<file path="config.mk">
export PLATFORM = sky130hd
export DESIGN_NAME = seq_detector_param
export DESIGN_NICKNAME = d
export VERILOG_FILES = /design/src/rtl/seq_det_pkg.sv /design/src/rtl/seq_det_cfg.sv /design/src/rtl/seq_detector_param.sv
export SDC_FILE = /design/constraint.sdc
export NUM_CORES = 1
export LEC_CHECK = 0
export ABC_CLOCK_PERIOD_IN_PS = 5500
export CAP_MARGIN = 10
export CORE_MARGIN = 3
export CORE_UTILIZATION = 47
export DETAILED_ROUTE_END_ITERATION = 10
export GPL_TIMING_DRIVEN = 0
export PLACE_DENSITY = 0.81
export SLEW_MARGIN = 20
export SYNTH_ARGS = -nofsm -noshare
export SYNTH_HDL_FRONTEND = slang
export SYNTH_SLANG_ARGS = --single-unit
</file>
<file path="constraint.sdc">
create_clock -name clk -period 5.5 [get_ports clk]
set_clock_uncertainty 0.05 [all_clocks]
set_input_delay 1.1 -clock clk [delete_from_list [all_inputs] [get_ports clk]]
set_output_delay 1.1 -clock clk [all_outputs]
set_load 0.02 [all_outputs]
</file>
<file path="src/rtl/seq_det_pkg.sv">
// Shared defaults and helpers for the parametrised serial pattern detector.
package seq_det_pkg;

  localparam int unsigned DEF_MAX_LEN     = 32'd8;
  localparam int unsigned DEF_CNT_W       = 32'd16;
  localparam logic [7:0]  DEF_RST_PATTERN = 8'b0000_1010;
  localparam int unsigned DEF_RST_LEN     = 32'd4;
  localparam logic        DEF_RST_OVERLAP = 1'b1;

  // A pattern length is usable only in 1..max_len.
  function automatic logic len_legal(input int unsigned len, input int unsigned max_len);
    return (len >= 32'd1) && (len <= max_len);
  endfunction

endpackage

</file>
<file path="src/rtl/seq_det_cfg.sv">
// Active configuration registers for the detector: legality check on load
// and a one-cycle error pulse when a load is rejected.
module seq_det_cfg
  import seq_det_pkg::*;
#(
  parameter int unsigned          MAX_LEN     = DEF_MAX_LEN,
  parameter int unsigned          LEN_W       = $clog2(MAX_LEN) + 1,
  parameter logic [MAX_LEN-1:0]   RST_PATTERN = MAX_LEN'(DEF_RST_PATTERN),
  parameter int unsigned          RST_LEN     = DEF_RST_LEN,
  parameter logic                 RST_OVERLAP = DEF_RST_OVERLAP
) (
  input  logic               clk_i,
  input  logic               rst_i,
  input  logic               cfg_load_i,
  input  logic [MAX_LEN-1:0] cfg_pattern_i,
  input  logic [LEN_W-1:0]   cfg_len_i,
  input  logic               cfg_overlap_i,
  output logic [MAX_LEN-1:0] pat_o,
  output logic [LEN_W-1:0]   len_o,
  output logic               ovl_o,
  output logic               cfg_apply_o,
  output logic               cfg_err_o
);

  logic               legal_s;
  logic [MAX_LEN-1:0] pat_q, pat_d;
  logic [LEN_W-1:0]   len_q, len_d;
  logic               ovl_q, ovl_d;
  logic               err_q, err_d;

  assign legal_s     = len_legal(32'(cfg_len_i), MAX_LEN);
  assign cfg_apply_o = cfg_load_i & legal_s;

  // Next configuration: a rejected load keeps the old fields and flags an error.
  always_comb begin
    pat_d = pat_q;
    len_d = len_q;
    ovl_d = ovl_q;
    err_d = 1'b0;
    if (cfg_load_i) begin
      if (legal_s) begin
        pat_d = cfg_pattern_i;
        len_d = cfg_len_i;
        ovl_d = cfg_overlap_i;
      end else begin
        err_d = 1'b1;
      end
    end else begin
      err_d = 1'b0;
    end
  end

  // Configuration and error registers.
  always_ff @(posedge clk_i) begin
    if (rst_i) begin
      pat_q <= RST_PATTERN;
      len_q <= LEN_W'(RST_LEN);
      ovl_q <= RST_OVERLAP;
      err_q <= 1'b0;
    end else begin
      pat_q <= pat_d;
      len_q <= len_d;
      ovl_q <= ovl_d;
      err_q <= err_d;
    end
  end

  assign pat_o     = pat_q;
  assign len_o     = len_q;
  assign ovl_o     = ovl_q;
  assign cfg_err_o = err_q;

endmodule

</file>
<file path="src/rtl/seq_detector_param.sv">
// Runtime-programmable serial pattern detector (Mealy match flag) with
// overlap control and a saturating match counter.
module seq_detector_param
  import seq_det_pkg::*;
#(
  parameter int unsigned          MAX_LEN     = DEF_MAX_LEN,
  parameter int unsigned          LEN_W       = $clog2(MAX_LEN) + 1,
  parameter int unsigned          CNT_W       = DEF_CNT_W,
  parameter logic [MAX_LEN-1:0]   RST_PATTERN = MAX_LEN'(DEF_RST_PATTERN),
  parameter int unsigned          RST_LEN     = DEF_RST_LEN,
  parameter logic                 RST_OVERLAP = DEF_RST_OVERLAP
) (
  input  logic               clk,
  input  logic               rst,
  input  logic               cfg_load,
  input  logic [MAX_LEN-1:0] cfg_pattern,
  input  logic [LEN_W-1:0]   cfg_len,
  input  logic               cfg_overlap,
  input  logic               d_valid,
  input  logic               d_in,
  input  logic               cnt_clr,
  output logic               seq_det,
  output logic [CNT_W-1:0]   match_cnt,
  output logic               cfg_err
);

  localparam int unsigned HIST_W = MAX_LEN - 1;

  logic [MAX_LEN-1:0] pat_s;
  logic [LEN_W-1:0]   len_s;
  logic               ovl_s;
  logic               cfg_apply_s;

  logic [HIST_W-1:0]  hist_q, hist_d;
  logic [LEN_W-1:0]   fill_q, fill_d;
  logic [CNT_W-1:0]   cnt_q, cnt_d;

  logic               accept_s;
  logic               fill_ok_s;
  logic               match_s;
  logic [MAX_LEN-1:0] window_s;
  logic [MAX_LEN-1:0] mask_s;

  seq_det_cfg #(
    .MAX_LEN     (MAX_LEN),
    .LEN_W       (LEN_W),
    .RST_PATTERN (RST_PATTERN),
    .RST_LEN     (RST_LEN),
    .RST_OVERLAP (RST_OVERLAP)
  ) u_cfg (
    .clk_i         (clk),
    .rst_i         (rst),
    .cfg_load_i    (cfg_load),
    .cfg_pattern_i (cfg_pattern),
    .cfg_len_i     (cfg_len),
    .cfg_overlap_i (cfg_overlap),
    .pat_o         (pat_s),
    .len_o         (len_s),
    .ovl_o         (ovl_s),
    .cfg_apply_o   (cfg_apply_s),
    .cfg_err_o     (cfg_err)
  );

  // A bit presented alongside cfg_load is dropped.
  assign accept_s  = d_valid & ~cfg_load;
  assign window_s  = {hist_q, d_in};
  assign fill_ok_s = (fill_q + LEN_W'(1)) >= len_s;

  // Select the low len_s bits of the window for comparison.
  always_comb begin
    mask_s = {MAX_LEN{1'b0}};
    for (int i = 0; i < int'(MAX_LEN); i++) begin
      mask_s[i] = (i < int'(len_s));
    end
  end

  assign match_s = accept_s & fill_ok_s & ((window_s & mask_s) == (pat_s & mask_s));
  assign seq_det = match_s & ~rst;

  // History/fill next state; non-overlap matches empty the history logically.
  always_comb begin
    hist_d = hist_q;
    fill_d = fill_q;
    if (cfg_apply_s) begin
      hist_d = {HIST_W{1'b0}};
      fill_d = {LEN_W{1'b0}};
    end else if (accept_s) begin
      hist_d = window_s[HIST_W-1:0];
      if (match_s && !ovl_s) begin
        fill_d = {LEN_W{1'b0}};
      end else if (fill_q < LEN_W'(HIST_W)) begin
        fill_d = fill_q + LEN_W'(1);
      end else begin
        fill_d = fill_q;
      end
    end else begin
      hist_d = hist_q;
      fill_d = fill_q;
    end
  end

  // Saturating match counter; clear wins over a coincident match.
  always_comb begin
    cnt_d = cnt_q;
    if (cnt_clr) begin
      cnt_d = {CNT_W{1'b0}};
    end else if (match_s && (cnt_q != {CNT_W{1'b1}})) begin
      cnt_d = cnt_q + CNT_W'(1);
    end else begin
      cnt_d = cnt_q;
    end
  end

  // Datapath and counter registers.
  always_ff @(posedge clk) begin
    if (rst) begin
      hist_q <= {HIST_W{1'b0}};
      fill_q <= {LEN_W{1'b0}};
      cnt_q  <= {CNT_W{1'b0}};
    end else begin
      hist_q <= hist_d;
      fill_q <= fill_d;
      cnt_q  <= cnt_d;
    end
  end

  assign match_cnt = cnt_q;

endmodule

</file>
# Word level (Yosys, flattened, before mapping)
# Index checks and enable logic that the tools add are counted.
[op_classes] n_addsub=2 order_cmp=12 eq_ne=2 mux=3 bitwise_logic=9 reduce_logical=10
[op_table] cell="adder 16 x 1 -> 16 bit, second input constant" n=1
[op_table] cell="bitwise AND 8 bit" n=2
[op_table] cell="less-than comparator 3 x 4 -> 1 bit, first input constant" n=4
[op_table] cell="!= test 16 bit, second input constant" n=1
[op_table] cell="equality test 8 bit" n=1
[op_table] cell="less-than comparator 1 x 4 -> 1 bit, first input constant" n=2
[op_table] cell="less-than comparator 2 x 4 -> 1 bit, first input constant" n=2
[op_table] cell="two-way mux 4 bit" n=2
[op_table] cell="OR reduction 2 bit" n=3
[op_table] cell="bitwise AND 1 bit" n=5
[op_table] cell="adder 4 x 1 -> 4 bit, second input constant" n=1
[op_table] cell=">= comparator 4 x 1 -> 1 bit, second input constant" n=1
[op_table] cell=">= comparator 4 bit" n=1
[op_table] cell="<= comparator 4 bit, second input constant" n=1
[op_table] cell="less-than comparator 4 x 3 -> 1 bit, second input constant" n=1
[op_table] cell="AND reduction 2 bit" n=2
[op_table] cell="logical AND 1 bit" n=3
[op_table] cell="inverter 1 bit" n=2
[op_table] cell="nonzero test 2 bit" n=1
[op_table] cell="logical NOT 1 bit" n=1
[op_table] cell="two-way mux 1 bit" n=1
[totals] register_bits=41 elab_cells=45

# Logic depth before layout (Yosys ltp)
[logic_depth] ltp_word=7 depth_mapped=9

# Hierarchy
# From an unflattened synthesis, not the netlist that was laid out.
[hier_totals] hier_cells=254 hier_area_um2=2137.0
[modules_own_cells] mod="seq_detector_param" instances=1 cells_per_inst=189 area_per_inst_um2=1511.4 seq_area_each_um2=540.5
[modules_own_cells] mod="seq_det_cfg" instances=1 cells_per_inst=65 area_per_inst_um2=625.6 seq_area_each_um2=280.3

# Least setup slack after synthesis
# No wires, ideal clock.
[synth_path] kind="input -> output" from="input d_in" to="output seq_det" t_arrival_ns=2.288 path_slack_ns=2.062 cell_stages=5 path_buffers=0 path_cell_list="xnor2_1 > o22ai_1 > a2111o_1 > or2_4 > nor2_1"
[synth_between] elab_chain_cells=4
[synth_lines] item="from (decl)" line="seq_detector_param.sv:20" rtl="input logic d_in,"
[synth_lines] item="bitwise AND 8 bit" line="seq_detector_param.sv:77" rtl="assign match_s = accept_s & fill_ok_s & ((window_s & mask_s) == (pat_s & mask_s));"
[synth_lines] item="equality test 8 bit" line="seq_detector_param.sv:77"
[synth_lines] item="bitwise AND 1 bit" line="seq_detector_param.sv:77"
[synth_lines] item="bitwise AND 1 bit" line="seq_detector_param.sv:78" rtl="assign seq_det = match_s & ~rst;"
[synth_lines] item="to (decl)" line="seq_detector_param.sv:22" rtl="output logic seq_det,"
# No other way between the ends.

# Final worst setup path
[layout_path] from="input cfg_load" to="output seq_det"
[layout_between] elab_chain_cells=5
[layout_lines] item="from (decl)" line="seq_detector_param.sv:15" rtl="input logic cfg_load,"
[layout_lines] item="inverter 1 bit (no line)"
[layout_lines] item="bitwise AND 1 bit" line="seq_detector_param.sv:65" rtl="assign accept_s = d_valid & ~cfg_load;"
[layout_lines] item="bitwise AND 1 bit (2 in series)" line="seq_detector_param.sv:77"
[layout_lines] item="bitwise AND 1 bit" line="seq_detector_param.sv:78"
# No other way between the ends.

==> out/results.tsv <==
metric	value	unit
max_cap viols	0	
First-pass DRT Iterations	4	
pwr dens	245	nW/um^2
post-DP HPWL	3300	um
clock period minus worst slack	4540	ps
total net switching power	0.141	mW
Initial Utilization	49.3	%
Fmax	0.220	GHz
endpoint class of the critical path	output port	
Reg power frac	50.1	%
setup TNS after final layout	0	ps
total global-route track usage	18.1	%
final design area excluding fillers	2530	sq um
clock transition time at the flip-flop clock pins of the worst setup and hold paths	80	ps
antenna violation net count after detailed routing	0	
share of the clock period used by the worst path	82.6	%
final hold violation count	0	
number of cells in the design after placement	336	
detail-routed via count per cell	5.41	
average wire per standard cell	13.1	um
result of the run	complete, no violations	
n_diodes	0	
Ports	37	
gp weighted congestion	0.820	
CTS buffer count	5	
Yosys top cell area share	41.0	%
Worst IR Drop VDD	171	uV
wire length of the first global-routing pass	7520	um
commonest cells in the synthesized netlist	sky130_fd_sc_hd__nand2_1 (52), sky130_fd_sc_hd__dfxtp_1 (41), sky130_fd_sc_hd__a21oi_1 (26)	
Post-Place Worst Slack	980	ps
Max transition margin	52.2	%
# hold bufs at CTS	0	
utilization of the core after routing	62.5	%
fillcell total	356	
synthesized net count	276	
clock insertion delay at the later pin of the skew report	290	ps
pin count of the biggest net entering global routing	14	
post-synthesis instance area	2000	sq um
switching share of total power	22.7	%
synthesized instance count	251	
Min Hold Slack	421	ps
proportion of layout cells with a drive suffix above 1	5.78	%
die boundary height	71.3	um
Data arrival, critical path	3390	ps
overall routed net length	4510	um
Max Buffers Root-to-Sink	2	
area taken by flip-flops and latches	821	sq um
Combinational Power Share	9.3	%
count of buffers inserted at the top-level ports	35	
number of enable-type register cells in the synthesized netlist	0	
Most used DFF post-synth	sky130_fd_sc_hd__dfxtp_1	
initial drt markers	103	
post-detailed-route DRC marker count	0	
final number of max-transition violations	0	
Tightest Pin Transition	713	ps
standard cell core area	4060	sq um
sequential area share after synthesis	41.0	%
CTS tree	built	
Critical Path Source Type	input port	
relative contribution of the clock network to total power	40.6	%
number of unique standard cell types used by synthesis	37	
Int Power	0.480	mW
type of the worst min-delay path	register to register	
instance area after placement	2410	sq um
setup repair after global routing missed its margin	false	
count of warnings emitted by yosys	0	
clock sink total	41	
leakage power	0.926	nW
cell types occupying the most area after synthesis	sky130_fd_sc_hd__dfxtp_1 (41%), sky130_fd_sc_hd__nand2_1 (9.7%), sky130_fd_sc_hd__a21oi_1 (6.5%)	
critical path start-end classification	input port to output port	
setup repair bufs after CTS	0	
average footprint of a synthesized cell	7.98	sq um
master cell of the clock root buffer	sky130_fd_sc_hd__clkbuf_8	
number of antenna violations at the first check in global routing	0	
multi-input combinational cell area	1110	sq um
minimum setup slack in the final design	960	ps
maximum net fanout on the critical path	6	
Via Count	1860	
overall die area	5080	sq um
cell type contributing the most total cell area after synthesis	sky130_fd_sc_hd__dfxtp_1	
register bit total from synthesis	41	
Overflow after GRT	0	
total setup violations reported at the end of the flow	0	
number of resized instances in the post-cts repair step	0	
number of standard-cell rows in the floorplan	23	
deepest level of the CTS H-tree	2	
Post-Layout Cell Count	344	
chip width	71.3	um
most frequent cell after synthesis	sky130_fd_sc_hd__nand2_1	
data required time of the critical path	4350	ps
nets	318	
area added between synthesis and finish	26.6	%
Tot Pwr	0.620	mW
vias in the first global route	1756	
Async S/R FF share, synth	0	%
## critical path, cell delays in order
cell,delay [ps]
sky130_fd_sc_hd__clkdlybuf4s50_1,470
sky130_fd_sc_hd__nor2b_1,240
sky130_fd_sc_hd__o21ai_0,140
sky130_fd_sc_hd__a2111o_1,400
sky130_fd_sc_hd__or2_4,310
sky130_fd_sc_hd__nor2_1,100
sky130_fd_sc_hd__clkdlybuf4s50_1,620
## cell type report
cell class / count / area share (%)
repair buffers: 35 / 13.8
well taps: 50 / 2.47
multi-input cells: 191 / 43.7
flip-flops and latches: 41 / 32.4
plain buffers: 9 / 1.38
clock inverters: 2 / 1.48
inverters: 10 / 1.48
clock buffers: 6 / 3.26
## path summary, 6_finish.rpt
| check | startpoint | end | slack [ps] | cells past startpoint |
|---|---|---|---|---|
| worst max register to register | u_cfg.len_o[2]$_SDFFE_PP1P_ | match_cnt[7]$_SDFFE_PP0P_ | 2790 | 7 |
| worst min-delay path | hist_q[6]$_SDFFE_PP0P_ | hist_q[6]$_SDFFE_PP0P_ | 420 | 2 |
| worst min register to register | hist_q[6]$_SDFFE_PP0P_ | hist_q[6]$_SDFFE_PP0P_ | 420 | 2 |
| worst max-delay path | cfg_load | seq_det | 960 | 7 |
## cell families (layout without fill, tap and decap cells)
family                   after synthesis  count (layout)  synth area share, %
AO/OA/AOI/OAI                         51              51                 15.7
buffers and inverters                 19              62                 3.63
multiplexers                           2               2                 1.00
AND/OR/NAND/NOR                      118             118                 28.8
adder cells (fa/ha/maj)                6               6                 3.75
XOR/XNOR                              14              14                 6.13
flip-flops                            41              41                 41.0
## cell usage in the layout (no fill, tap or decap), drive strengths merged, types with 5 or more instances in the layout
cell type      instances
nand3                  7
xnor2                 13
nor2                  13
nor3                  10
nand3b                 5
o21ai                  5
nand4                  9
dfxtp                 41
inv                   10
a21o                   5
a21oi                 26
clkdlybuf4s50         35
nand2                 52
clkbuf                14
ha                     6
## power groups by stage
| stage | Clock [mW] | Combinational (mW) | Sequential (mW) |
|---|---|---|---|
| 2_1_floorplan | 0 | 0.0346 | 0.316 |
| 3_3_place_gp | 0 | 0.0564 | 0.318 |
| 3_5_place_dp | 0 | 0.0577 | 0.318 |
| 4_1_cts | 0.258 | 0.0582 | 0.311 |
| 5_1_grt | 0.267 | 0.0643 | 0.312 |
| 6_report | 0.252 | 0.0578 | 0.311 |
## flip-flops by register name (all words and copies together) (netlist names)
| register | cells |
|---|---|
| hist_q | 7 |
| fill_q | 4 |
| u_cfg.len_o | 4 |
| match_cnt | 16 |
| u_cfg.ovl_o | 1 |
| u_cfg.cfg_err_o | 1 |
| u_cfg.pat_o | 8 |
## per-layer routing
| metal | routed length, um | share of wire, % | GRT usage [%] |
|---|---|---|---|
| met5 | 0 | 0 | 0 |
| met4 | 49 | 1.1 | 6.47 |
| met2 | 2150 | 48 | 30.8 |
| met3 | 176 | 3.9 | 2.95 |
| met1 | 2130 | 47 | 23.1 |
(Power assumes the default switching activity.)
